===== src/rtl/dmem_arbiter.sv =====
// Data-memory port arbiter: the pipeline MEM stage has priority, and the loader/debug port
// is forced through after STARVE_MAX consecutive losses, stalling the pipeline for that cycle.
module dmem_arbiter #(
  parameter int SIZE       = 1024,
  parameter int STARVE_MAX = 4,
  parameter int WORD       = 32
) (
  input  logic            clk,
  input  logic            reset,
  input  logic            p_read,
  input  logic            p_write,
  input  logic [WORD-1:0] p_addr,
  input  logic [WORD-1:0] p_wdata,
  output logic [WORD-1:0] p_rdata,
  output logic            p_stall,
  input  logic            l_req,
  input  logic            l_we,
  input  logic [WORD-1:0] l_addr,
  input  logic [WORD-1:0] l_wdata,
  output logic            l_ack,
  output logic            l_err,
  output logic [WORD-1:0] l_rdata,
  output logic            mem_read,
  output logic            mem_write,
  output logic [WORD-1:0] mem_addr,
  output logic [WORD-1:0] mem_wdata,
  input  logic [WORD-1:0] mem_rdata
);

  typedef enum logic {IDLE = 1'b0, ACK = 1'b1} state_e;

  localparam logic [3:0]      STARVE_LIM = 4'(STARVE_MAX);
  localparam logic [WORD-3:0] SIZE_W     = (WORD-2)'(SIZE);

  state_e          state_q, state_d;
  logic [3:0]      starve_q, starve_d;
  logic            l_ack_q, l_ack_d;
  logic            l_err_q, l_err_d;
  logic [WORD-1:0] l_rdata_q, l_rdata_d;

  logic p_act, l_elig, l_oor, l_win;

  assign p_act  = p_read | p_write;
  assign l_elig = l_req & (state_q == IDLE);
  assign l_oor  = (l_addr[WORD-1:2] >= SIZE_W);
  assign l_win  = l_elig & (~p_act | (starve_q == STARVE_LIM));

  assign p_rdata = mem_rdata;
  assign l_ack   = l_ack_q;
  assign l_err   = l_err_q;
  assign l_rdata = l_rdata_q;

  // Memory port mux; strobes and stall are held off while reset is asserted
  always_comb begin
    mem_addr  = p_addr;
    mem_wdata = p_wdata;
    mem_read  = p_read;
    mem_write = p_write;
    p_stall   = 1'b0;
    if (reset) begin
      mem_read  = 1'b0;
      mem_write = 1'b0;
      p_stall   = 1'b0;
    end else if (l_win) begin
      mem_addr  = l_addr;
      mem_wdata = l_wdata;
      mem_read  = ~l_we & ~l_oor;
      mem_write = l_we & ~l_oor;
      p_stall   = p_act;
    end else begin
      mem_read  = p_read;
      mem_write = p_write;
      p_stall   = 1'b0;
    end
  end

  // Next-state for the ack FSM, loader response registers and starvation counter
  always_comb begin
    state_d   = state_q;
    starve_d  = starve_q;
    l_ack_d   = 1'b0;
    l_err_d   = 1'b0;
    l_rdata_d = l_rdata_q;
    case (state_q)
      IDLE: begin
        if (l_win) begin
          state_d   = ACK;
          l_ack_d   = 1'b1;
          l_err_d   = l_oor;
          l_rdata_d = (l_we | l_oor) ? {WORD{1'b0}} : mem_rdata;
        end else begin
          state_d = IDLE;
        end
      end
      ACK:     state_d = IDLE;
      default: state_d = IDLE;
    endcase
    // In IDLE, a pending request that did not win has just lost to the pipeline
    if (state_q == ACK) begin
      starve_d = starve_q;
    end else if (l_win || !l_req) begin
      starve_d = 4'd0;
    end else if (starve_q < STARVE_LIM) begin
      starve_d = starve_q + 4'd1;
    end else begin
      starve_d = starve_q;
    end
  end

  // State and response registers
  always_ff @(posedge clk or posedge reset) begin
    if (reset) begin
      state_q   <= IDLE;
      starve_q  <= 4'd0;
      l_ack_q   <= 1'b0;
      l_err_q   <= 1'b0;
      l_rdata_q <= {WORD{1'b0}};
    end else begin
      state_q   <= state_d;
      starve_q  <= starve_d;
      l_ack_q   <= l_ack_d;
      l_err_q   <= l_err_d;
      l_rdata_q <= l_rdata_d;
    end
  end

endmodule


===== config.mk =====
export PLATFORM = sky130hd
export DESIGN_NAME = dmem_arbiter
export DESIGN_NICKNAME = d
export VERILOG_FILES = /design/src/rtl/dmem_arbiter.sv
export SDC_FILE = /design/constraint.sdc
export NUM_CORES = 1
export LEC_CHECK = 0
export CAP_MARGIN = 20
export CORE_AREA = 4 4 113 115
export DETAILED_ROUTE_END_ITERATION = 8
export DIE_AREA = 0 0 117 119
export GPL_TIMING_DRIVEN = 0
export PLACE_DENSITY = 0.67
export SYNTH_ARGS = -nofsm -noshare
export SYNTH_HDL_FRONTEND = slang
export SYNTH_SLANG_ARGS = --single-unit

===== constraint.sdc =====
create_clock -name clk -period 2.9 [get_ports clk]
set_input_delay 0.725 -clock clk [delete_from_list [all_inputs] [get_ports clk]]
set_output_delay 0.725 -clock clk [all_outputs]
set_load 0.03 [all_outputs]

==> summary.txt, run 1 <==
Outcome
  – Run status: finished, final reports clean

Global route
  – Busiest layer in global routing: met2
  – Grt met2 use: 39.3%
  – Met1 Usage GRT: 24.7%
  – GRT Util Overall: 21.8%
  – First-pass GRT wire length: 22300 µm
  – Number of global-route vias before repair: 3643
  – Initial antenna violation count: 4
  – Largest net degree at the start of global routing: 39
  – Routing usage on met3: 6.76%
  – GR Overflow Total: 0

Logic synthesis
  – Mean Syn Cell Area: 9.40 µm²
  – Most common flop cell mapped by yosys: dfrtp_1
  – Mapped Nets: 456
  – Seq/Total Area, Yosys: 35.1%
  – Syn Inst Count: 288
  – Yosys reg bits: 38
  – Asr flop ratio synth: 100%
  – Synth unique cells: 25
  – Synth Cell Area: 0.00271 mm²
  – YS warnings: 0
  – Number of synthesized flops with an enable pin: 0

Drt
  – Routed Antenna Nets: 0
  – Initial DRC Count: 250
  – Via density: 4.54
  – TritonRoute pass-1 iters: 4
  – WL/cell: 21.1 µm
  – Vias: 3462
  – Remaining DRCs: 0
  – Routed WL: 16100 µm

Critical path
  – Worst EP required: 2.17 ns
  – Top delay family on crit path: buffers and inverters
  – Cell Chain, Critical Path: inv_1 > ha_4 > and3b_2 > o21ai_4 > nor2_4 > buf_4 > buf_6 > mux2_2 > buf_4
  – CP max stage delay: 0.40 ns
  – Data arrival time of the worst path: 2.17 ns
  – Critical Path Fanout Max: 10
  – CP bufs+invs: 4
  – CP max stage cell: dfrtp_1
  – Crit path kind: register to primary output
  – Critical Path Start Type: register
  – Critical path's most frequent cell: buf_4
  – Flop-to-flop setup slack: 1.00 ns
  – Nature of the critical path endpoint: primary output

Placement
  – GPL Wtd Cong: 0.945
  – DP Worst Slack: -1.23 ns
  – Port buffer count: 298
  – Final HPWL DP: 13700 µm

Final layout
  – Syn-to-layout area delta: 137%
  – Post-layout util: 54.3%
  – Fillers: 1092
  – Layout cell share with drive strength beyond 1: 31.9%
  – Reg area: 951 µm²
  – # nets final: 779
  – Area occupied by multi-input gates: 0.00153 mm²

Power
  – Total power: 2110 µW
  – P_leak: 0.00277 µW
  – Max VDD drop: 0.205 mV
  – PD cells: 329 mW/mm²

STA
  – Final WS setup: 0.00261 ns
  – RSZ-0062 raised after global routing: yes
  – Rel. slew slack: 46.1%
  – Final Slew Violations: 0
  – Slew @ Worst Pin: 0.807 ns
  – Period minus WS final: 2.90 ns
  – Final setup violation count: 0
  – Final hold violation count: 0
  – Setup TNS: 0 ns
  – Setup Skew: 0.00402 ns
  – Fin crit share: 99.9%
  – Achievable frequency: 345 MHz
  – Hold slack: 0.480 ns

Die
  – Die area: 0.0139 mm²
  – Initial Utilization: 22.9%
  – Cell Rows: 40
  – Ports: 299
  – Die width: 117 µm
  – Die span in y: 119 µm
  – Core area: 0.0118 mm²

Min path
  – Hold Crit Class: register to register

Clock network
  – TritonCTS buffer count: 5
  – CTS tree: built
  – Insertion delay to the later sink of the worst-skew pair: 0.28 ns
  – CTS Sinks: 38
  – Clk root buf: clkbuf_16
  – CTS clk-pin slew, worst paths: 0.06 ns
  – CTS max path bufs: 2
  – H-tree Lvls: 2

Flow run
  – Max-cap violation count: 0
## state kept, by name, indices dropped and copies added (netlist names)
| signal | flops |
|---|---|
| l_ack | 1 |
| starve_q | 4 |
| l_err | 1 |
| l_rdata | 32 |
## area by class of cell
cell class	count	share of cell area, %
tap	147	2.87
clock inverter	2	0.936
buffer	51	6.69
sequential	38	14.8
multi-input combinational	193	23.8
clock buffer	6	2.17
inverter	4	0.234
timing repair buffer	318	48.3
antenna	4	0.156
## kinds of logic after synthesis
group           count (synthesis)  synth area share (%)
buf+inv                        57                  13.9
flops                          38                  35.1
compound gates                 40                  8.04
simple gates                   86                  15.0
fa+ha+maj                       2                 0.924
xor+xnor                        1                 0.324
mux                            64                  26.6
## synth_stat cells (2+ instances only)
cell / instances / area share, %
buf_2: 7 / 1.3
ha_1: 2 / 0.92
nor2_1: 5 / 0.69
inv_1: 4 / 0.55
nor4_1: 5 / 1.2
o21ai_1: 4 / 0.74
buf_4: 41 / 11
mux2_2: 4 / 1.7
mux2_1: 60 / 25
nor2b_1: 3 / 0.69
dfrtp_1: 38 / 35
o21ai_0: 28 / 5.2
nor3_1: 2 / 0.37
clkbuf_1: 5 / 0.69
nand2_1: 34 / 4.7
nand3_1: 33 / 6.1
a21oi_1: 5 / 0.92
## per-stage QoR
step | instance area [µm²] | std cells
after floorplan | 2710 | 288
after CTS | 6030 | 750
final | 6410 | 763
after global placement | 5870 | 733
after detailed placement | 5870 | 733
after global routing | 6410 | 761
## repair_timing
item                       CTS  global route
pin swaps                   12            11
setup endpoints to repair   67            67
gates cloned                 0             1
hold buffers                 0             0
gates resized for setup    435           126
buffers inserted            10             9
## final timing paths
| path | from | end | cells after the start |
|---|---|---|---|
| worst max-delay path | starve_q[0] | mem_wdata[26] | 9 |
| worst min-delay path | l_rdata[24] | l_rdata[24] | 2 |
| worst max register to register | starve_q[0] | l_rdata[21] | 7 |
| worst min register to register | l_rdata[24] | l_rdata[24] | 2 |
| max in group asynchronous | reset | l_rdata[1] | 2 |
| min in group asynchronous | reset | l_rdata[22] | 2 |
## worst reg2reg max path, cell delays in order, from the launching register on
cell	delay (ns)
dfrtp_1	0.38
inv_1	0.09
ha_4	0.16
and3b_2	0.22
o21ai_4	0.19
buf_4	0.17
clkbuf_1	0.37
o21ai_0	0.19
## layer usage
metal / routed length, µm / share of wire (%)
met5: 7 / 0.043
met4: 259 / 1.6
met3: 1520 / 9.4
met2: 8520 / 53
met1: 5820 / 36
## power breakdown
part / internal, µW / switching [µW]
Sequential: 538 / 7.67
Combinational: 450 / 393
Clock: 516 / 206
## layout by cell type, fill, tap and decap left out, drive strengths merged, types with 3 or more instances in the layout
cell,count
a21oi,5
buf,132
clkbuf,13
clkdlybuf4s15,4
clkdlybuf4s50,207
dfrtp,38
diode,4
dlygate4sd2,13
dlymetal6s2s,6
inv,4
mux2,64
nand2,34
nand3,33
nor2,6
nor2b,3
nor4,5
o21ai,33
No activity file was read; power rests on OpenSTA's default activity.
==> run 2, diff against run 1 <==
==> config.mk (replaced) <==
export PLATFORM = sky130hd
export DESIGN_NAME = dmem_arbiter
export DESIGN_NICKNAME = d
export VERILOG_FILES = /design/src/rtl/dmem_arbiter.sv
export SDC_FILE = /design/constraint.sdc
export NUM_CORES = 1
export LEC_CHECK = 0
export ABC_AREA = 1
export CAP_MARGIN = 20
export CORE_ASPECT_RATIO = 0.6
export CORE_MARGIN = 4
export CORE_UTILIZATION = 30
export DETAILED_ROUTE_END_ITERATION = 8
export GPL_TIMING_DRIVEN = 0
export PLACE_DENSITY = 0.8
export SYNTH_ARGS = -nofsm -noshare
export SYNTH_HDL_FRONTEND = slang
export SYNTH_SLANG_ARGS = --single-unit
==> run 2 against run 1 <==
Effect of this change:
- combinational power fell by 0.7%
- critical path depth rose by 3
- register-to-register slack improved by 0.26 ns
- core utilization rose by 12 points
- worst setup slack improved by 0.095 ns
- global-route usage rose by 1.5 points
- maximum frequency rose by 3.4%
- non-clock buffer count fell by 13
- sequential share of layout area rose by 0.41 points
- total power fell by 0.19%
- synthesized area rose by 10%
- clock power barely moved
- critical path type is now input pin to primary output
- largest cell class unchanged
- largest power group unchanged
==> summary.txt, run 2 <==
STA
  – Fin crit share: 96.6%
  – Slew @ Worst Pin: 0.435 ns
  – Final Slew Violations: 0
  – Final WS setup: 0.0977 ns
  – Hold slack: 0.482 ns
  – Setup TNS: 0 ns
  – Final setup violation count: 0
  – Setup Skew: 0.00451 ns
  – Rel. slew slack: 70.9%
  – Achievable frequency: 357 MHz
  – Final hold violation count: 0
  – Period minus WS final: 2.80 ns

Critical path
  – Data arrival time of the worst path: 2.08 ns
  – CP bufs+invs: 6
  – Flop-to-flop setup slack: 1.26 ns
  – Critical Path Fanout Max: 10
  – CP max stage delay: 0.26 ns
  – Crit path launch: p_read
  – Critical Path Start Type: input pin
  – Top delay family on crit path: buffers and inverters
  – CP max stage cell: dlygate4sd2_1
  – Nature of the critical path endpoint: primary output
  – Worst reg-to-reg path cell count: 10
  – Cell Chain, Critical Path: dlygate4sd2_1 > inv_2 > nand2_1 > nand2_2 > nand2_4 > nor2_4 > inv_2 > buf_8 > buf_8 > nand2_1 > nand2_2 > buf_6
  – Crit path kind: input pin to primary output
  – Worst EP required: 2.17 ns
  – WP depth: 12
  – Crit Reg-Reg Startpoint: starve_q[0]
  – Reg2Reg Capture Point: l_rdata[24]
  – Setup crit end: mem_wdata[7]

Clock network
  – TritonCTS buffer count: 5
  – H-tree Lvls: 2
  – CTS clk-pin slew, worst paths: 0.06 ns
  – Clk root buf: clkbuf_16
  – Hold buffers post-CTS: 0
  – CTS tree: built
  – CTS max path bufs: 2
  – Insertion delay to the later sink of the worst-skew pair: 0.28 ns
  – CTS Sinks: 38

Final layout
  – Layout cell share with drive strength beyond 1: 18.4%
  – Most frequent cells in the layout: nand2_1 (296), clkdlybuf4s50_1 (228), buf_4 (84)
  – Most common cell after layout, fill and taps aside: nand2_1
  – # nets final: 982
  – Syn-to-layout area delta: 109%
  – Post-Layout Cell Count: 945
  – Flip-flop count of the largest register after layout: 32
  – ANT cells: 0

Logic synthesis
  – Asr flop ratio synth: 100%
  – Top post-synthesis cells by area: nand2_1 (38%), dfrtp_1 (32%), buf_4 (11%)
  – Xor and xnor area share after synthesis: 0.294%
  – Top cells by count, synth: nand2_1 (301), nor2_1 (49), buf_4 (44)
  – YS warnings: 0
  – Synth unique cells: 18
  – Yosys top cell area share: 37.9%
  – Simple-gate area share of the yosys netlist: 46.0%
  – Syn Inst Count: 507
  – Synth Cell Area: 0.00298 mm²
  – Most common flop cell mapped by yosys: dfrtp_1
  – Most frequent cell after synthesis: nand2_1
  – Mean Syn Cell Area: 5.88 µm²
  – Complex-gate fraction of the synthesized area: 0.672%
  – Area leader, netlist: nand2_1
  – Mapped Nets: 675
  – Mux cell area share after synthesis: 0%
  – Number of synthesized flops with an enable pin: 0
  – Adder-Cell Fraction of Synth Area: 0.840%
  – Largest family of logic cells by synthesized area: simple AND/OR/NAND/NOR gates
  – Yosys reg bits: 38
  – Seq/Total Area, Yosys: 31.9%

Power
  – Max VDD drop: 0.216 mV
  – P_leak: 0.00334 µW
  – PD cells: 338 mW/mm²
  – Total power: 2110 µW

Die
  – Cell Rows: 27
  – Die width: 137 µm
  – Initial Utilization: 31.6%
  – Core area: 0.00943 mm²
  – Die area: 0.0116 mm²
  – Die span in y: 85.2 µm
  – Ports: 299

Drt
  – Routed WL: 14400 µm
  – Highest metal used: met4
  – WL/cell: 15.2 µm
  – Routed met2 length: 7210 µm
  – DRT met1 WL: 5680 µm
  – Initial DRC Count: 164
  – Met3 Wirelength: 1330 µm
  – Via density: 4.28
  – TritonRoute pass-1 iters: 7
  – Vias: 4048
  – Remaining DRCs: 0
  – Routed Antenna Nets: 0

Global route
  – GRT Util Overall: 23.3%
  – Largest net degree at the start of global routing: 40
  – First-pass GRT wire length: 21300 µm
  – Initial antenna violation count: 0
  – Number of global-route vias before repair: 4042
  – GR Overflow Total: 0

Placement
  – Port buffer count: 298
  – GPL Wtd Cong: 0.896
  – Placed insts: 935
  – Final HPWL DP: 11800 µm
  – DP Worst Slack: -0.755 ns

Min path
  – Hold Crit Class: register to register

Outcome
  – Run status: finished, final reports clean

Flow run
  – Max-cap violation count: 0
## run 2: metrics by stage
step / cell area (µm²) / util (%)
6_report: 6240 / 66.2
5_1_grt: 6240 / 66.2
4_1_cts: 6200 / 65.8
3_5_place_dp: 6120 / 65.0
3_3_place_gp: 6120 / 65.0
2_1_floorplan: 2980 / -
## run 2: worst reg2reg max path, cell delays in order (launching register included)
cell and delay (ns):
dfrtp_1 0.41, inv_1 0.07, ha_1 0.20, nand3_1 0.09, nand2_2 0.08, nand2_4 0.11
buf_4 0.19, buf_4 0.19, nor2_1 0.06, nand2_1 0.08, nand2_1 0.05
## run 2: repair_timing
item                       in CTS  in global routing
buffers inserted                2                  0
hold endpoints to repair        0                  0
pin swaps                       2                  0
gates resized for setup       397                 14
setup endpoints to repair      67                 48
## run 2: how the worst min path moves through the flow
stage                           start     endpoint  slack, ns  depth (start not counted)
after floorplan           starve_q[3]  starve_q[3]       0.47                          2
after global placement     l_rdata[6]   l_rdata[6]       0.46                          2
after detailed placement  l_rdata[25]  l_rdata[25]       0.47                          2
after CTS                 l_rdata[18]  l_rdata[18]       0.49                          2
after global routing      l_rdata[18]  l_rdata[18]       0.50                          2
final                     l_rdata[18]  l_rdata[18]       0.48                          2
## run 2: logic make-up (layout without fill, tap and decap cells)
family / Yosys count / in the layout
and+or+nand+nor: 359 / 359
DFF: 38 / 38
adders and majority gates: 2 / 2
AOI/OAI and AO/OA: 4 / 4
buffers and inverters: 103 / 411
xor gates and xnor gates: 1 / 1
## run 2: per-layer routing
layer | up-vias | track usage, %
met5 | - | 0
met4 | 0 | 3.84
met3 | 16 | 7.82
met2 | 167 | 42.5
met1 | 1810 | 27.0
li1 | 2055 | -
## run 2: power by group
part	total (µW)	leakage (µW)	internal [µW]	switching, µW
Clock	720	0.0000971	516	204
Sequential	549	0.000528	540	9.78
Combinational	837	0.00272	413	424
Total	2110	0.00334	1470	638
## run 2: cell type report
type,count,area [µm²]
Buffer,56,460
Clock buffer,6,139
Clock inverter,2,60.1
Fill cell,812,3190
Inverter,47,190
Multi-Input combinational cell,366,1460
Sequential cell,38,951
Tap cell,130,163
Timing Repair Buffer,300,2820
==> variant 1 (config.mk and constraints of run 2) <==
Register the output `l_err` once more, cleared by the reset; this adds one clock of latency there. The other outputs are not delayed to match.
--- a/src/rtl/dmem_arbiter.sv
+++ b/src/rtl/dmem_arbiter.sv
@@ -49,3 +49,9 @@
   assign l_ack   = l_ack_q;
-  assign l_err   = l_err_q;
+  always_ff @(posedge clk or posedge reset) begin
+    if (reset) begin
+      l_err <= '0;
+    end else begin
+      l_err <= l_err_q;
+    end
+  end
   assign l_rdata = l_rdata_q;
Formal check against the unedited RTL: not equivalent (a bounded check fails within 4 cycles, from zero or initial values and one cycle with reset high).
==> variant 1 against run 2 <==
- clock skew hardly changed
- total power is 9.3% lower
- design area is 0.34% lower
- worst setup slack better by 8.8 ps
- area after synthesis is 1.5% higher
- wire length is 3.2% lower
- sequential cell count is 1 higher
- critical path type unchanged
- largest power group unchanged
- highest routed layer unchanged
==> variant 1: results (changes against run 2) <==
vias per cell 4.24 (was 4.28); synth unique cells 17 (was 18); Cell Count, Final, Fillers Out 953 (was 945); initial drt markers 196 (was 164); Resized Gates After CTS 388 (was 397); Total Routed Length 13.9 mm (was 14.4 mm); FILL cells 907 (was 812); slowest stage delay, CP 440 ps (was 260 ps); Clock Skews 4.31 ps (was 4.51 ps); RePlAce Congestion 0.905 (was 0.896); placed insts 941 (was 935); Crit Path Max Fanout 2 (was 10); largest net degree at the start of global routing 41 (was 40); hold-critical path depth 0 (was 2); final hold slack 348 ps (was 482 ps); outcome completed (unchanged); Reg2Reg Depth 11 (was 10); slowest cell on the critical path clkdlybuf4s50_1 (was dlygate4sd2_1); Least-Margin Pin Slew 413 ps (was 435 ps); post-synthesis sequential area ratio 32.3% (was 31.9%); Max VDD drop 0.000230 V (was 0.000216 V); Worst Min Path Start l_err_q$_DFF_PP0_ (was l_rdata[18]$_DFFE_PP0P_); fin nets 984 (was 982); syn_nets 676 (was 675); beginning of the critical path l_addr[31] (was p_read); vias in the first global route 3816 (was 4042); Worst R2R End l_rdata[13]$_DFFE_PP0P_ (was l_rdata[24]$_DFFE_PP0P_); synth cell count leaders nand2_1 (301), nor2_1 (49), inv_1 (43) (was nand2_1 (301), nor2_1 (49), buf_4 (44)); synth top area cells nand2_1 (37%), dfrtp_1 (32%), buf_4 (9.9%), nor2_1 (6.1%), inv_1 (5.3%) (was nand2_1 (38%), dfrtp_1 (32%), buf_4 (11%), nor2_1 (6.2%), inv_1 (5.4%)); first drt pass iteration count 4 (was 7)
## variant 1: cell count changes after synthesis, sizes merged
cell	before	now
dfrtp	38	39
## variant 1: how the worst max path moves through the flow
stage,endpoint,slack [ps],cells past startpoint
5_1_grt,mem_read,-40,9
3_5_place_dp,mem_read,-730,5
3_3_place_gp,mem_read,-1220,5
6_report,mem_read,110,9
2_1_floorplan,mem_read,10,3
4_1_cts,mem_read,30,9
## variant 1: stage by stage
stage	setup TNS (ps)	instance area (µm²)	setup WS [ps]
after floorplan	0	3020	13.1
after global placement	-40370	6180	-1220
after detailed placement	-40070	6180	-725
after CTS	0	6170	26.1
after global routing	-47.6	6220	-35.2
final	0	6220	107
## variant 1: layout make-up
cell class,instances,area (µm²),area share (%)
Clock buffer,7,133,2.13
Sequential cell,39,976,15.7
Tap cell,135,169,2.72
Buffer,56,469,7.55
Timing Repair Buffer,301,2840,45.6
Antenna cell,1,2.50,0.0402
Inverter,47,181,2.92
Clock inverter,1,5.00,0.0805
Multi-Input combinational cell,366,1450,23.3
## variant 1: where the power goes
group	internal [µW]	switching, µW
clock network	318	207
registers	554	7.49
logic	405	419
total	1280	633
## variant 1: kinds of logic after synthesis
logic type	after synthesis	share of synthesized area, %
buf+inv	103	20.5
xor+xnor	1	0.290
compound gates	4	0.662
flops	39	32.3
simple gates	359	45.5
fa+ha+maj	2	0.827
## variant 1: worst max-delay path: cells and delay by family
kind | cells | cell delay (ps)
simple gates | 7 | 720
buf+inv | 2 | 620
## variant 1: per-layer routing
metal | share of wire (%) | up-vias | global-route usage, % | wire, µm
met5 | 0 | - | 0 | 0
met4 | 1.4 | 0 | 4.98 | 199
met3 | 7.7 | 18 | 6.04 | 1070
met2 | 48 | 150 | 37.3 | 6640
met1 | 43 | 1815 | 28.8 | 6030
li1 | - | 2060 | - | -
==> variant 2 (config.mk and constraints of run 2) <==
Without the edit above. Set the parameter `WORD` to 16 (it was 32).
--- a/src/rtl/dmem_arbiter.sv
+++ b/src/rtl/dmem_arbiter.sv
@@ -5,3 +5,3 @@
   parameter int STARVE_MAX = 4,
-  parameter int WORD       = 32
+  parameter int WORD       = 16
 ) (
Ports: changed (9 resized); port bits go from 299 to 155. The function was not compared with the original's and may differ.
==> variant 2 against run 2 <==
- global-route usage decreased by 3.4 points
- via count down 49%
- area after synthesis shrank 49%
- non-clock buffer count shrank 167
- count of clock-buffer cells in the layout shrank 3
- design area decreased by 47%
- sequential cell count decreased by 16
- combinational power shrank 47%
- maximum frequency barely moved
- total power shrank 50%
- worst setup slack got worse by 1.5 ps
- utilization is 3.7 points higher
- wire length down 54%
- critical path depth down 2
==> variant 2: results (changes against run 2) <==
placed insts 454 (was 935); dpl ws -828 ps (was -755 ps); Max VDD drop 0.000247 V (was 0.000216 V); wire length of the first global-routing pass 10.3 mm (was 21.3 mm); synth top area cells nand2_1 (36%), dfrtp_1 (36%), buf_4 (9.8%), inv_1 (2.9%), buf_6 (2.2%) (was nand2_1 (38%), dfrtp_1 (32%), buf_4 (11%), nor2_1 (6.2%), inv_1 (5.4%)); Cell Count, Final, Fillers Out 470 (was 945); FILL cells 403 (was 812); metal3 WL 559 µm (was 1.33 mm); synth unique cells 20 (was 18); CTS buffer count 3 (was 5); met2 wire len 3.16 mm (was 7.21 mm); area delta synth->final 117% (was 109%); fin nets 496 (was 982); Gate Count Post-Synth 237 (was 507); largest net degree at the start of global routing 14 (was 40); post-synthesis sequential area ratio 35.9% (was 31.9%); H-Tree Depth 1 (was 2); vias per cell 4.39 (was 4.28); final hold slack 484 ps (was 482 ps); Worst R2R End l_rdata[7]$_DFFE_PP0P_ (was l_rdata[24]$_DFFE_PP0P_); outcome completed (unchanged); Clock Skews 8.42 ps (was 4.51 ps); met1 WL 2.89 mm (was 5.68 mm); layout cells sized above 1 21.6% (was 18.4%); slowest stage delay, CP 410 ps (was 260 ps); Crit Path Max Fanout 7 (was 10)
==> variant 2: changes by cell type in the layout (fill, tap and decap cells not counted), sizes merged, moves of 3 or more <==
cell / before / now
nand2: 302 / 150
clkdlybuf4s50: 228 / 115
buf: 122 / 67
nor2: 51 / 7
inv: 46 / 12
dfrtp: 38 / 22
dlymetal6s2s: 0 / 4
a21oi: 2 / 5
clkdlybuf4s15: 3 / 0
dlygate4sd2: 3 / 0
nand4: 1 / 4
==> variant 2: cells by family (layout without fill, tap and decap cells) <==
kind of cell | count (synthesis) | count (layout) | synth area share (%)
DFF | 22 | 22 | 35.9
xor gates and xnor gates | 1 | 1 | 0.571
adders and majority gates | 2 | 2 | 1.63
AOI/OAI and AO/OA | 9 | 9 | 3.26
and+or+nand+nor | 164 | 164 | 42.7
buffers and inverters | 39 | 209 | 16.0
==> variant 2: cell type report <==
class / count / share of cell area, %
Inverter: 14 / 1.84
Tap cell: 63 / 2.37
Multi-Input combinational cell: 176 / 23.0
Timing Repair inverter: 2 / 0.301
Buffer: 25 / 6.44
Sequential cell: 22 / 16.6
Timing Repair Buffer: 164 / 47.4
Clock buffer: 3 / 1.24
Clock inverter: 1 / 0.904
==> variant 2: report_power, final <==
part           switching (µW)  internal, µW  total [µW]
logic                     222           222         444
registers                7.63           317         325
clock network            97.3           184         282
total                     327           724        1050
==> variant 2: timing repair <==
action / in CTS / in global routing
setup endpoints to repair: 35 / 35
buffers inserted: 2 / 5
pin swaps: 1 / 4
resized for setup: 173 / 64
cloned: 1 / 4
hold buffers: 0 / 0
==> variant 2: layer usage <==
metal | vias up | global-route usage [%]
met5 | - | 0
met4 | 0 | 2.35
met3 | 6 | 5.84
met2 | 79 | 33.5
met1 | 940 | 26.1
li1 | 1040 | -
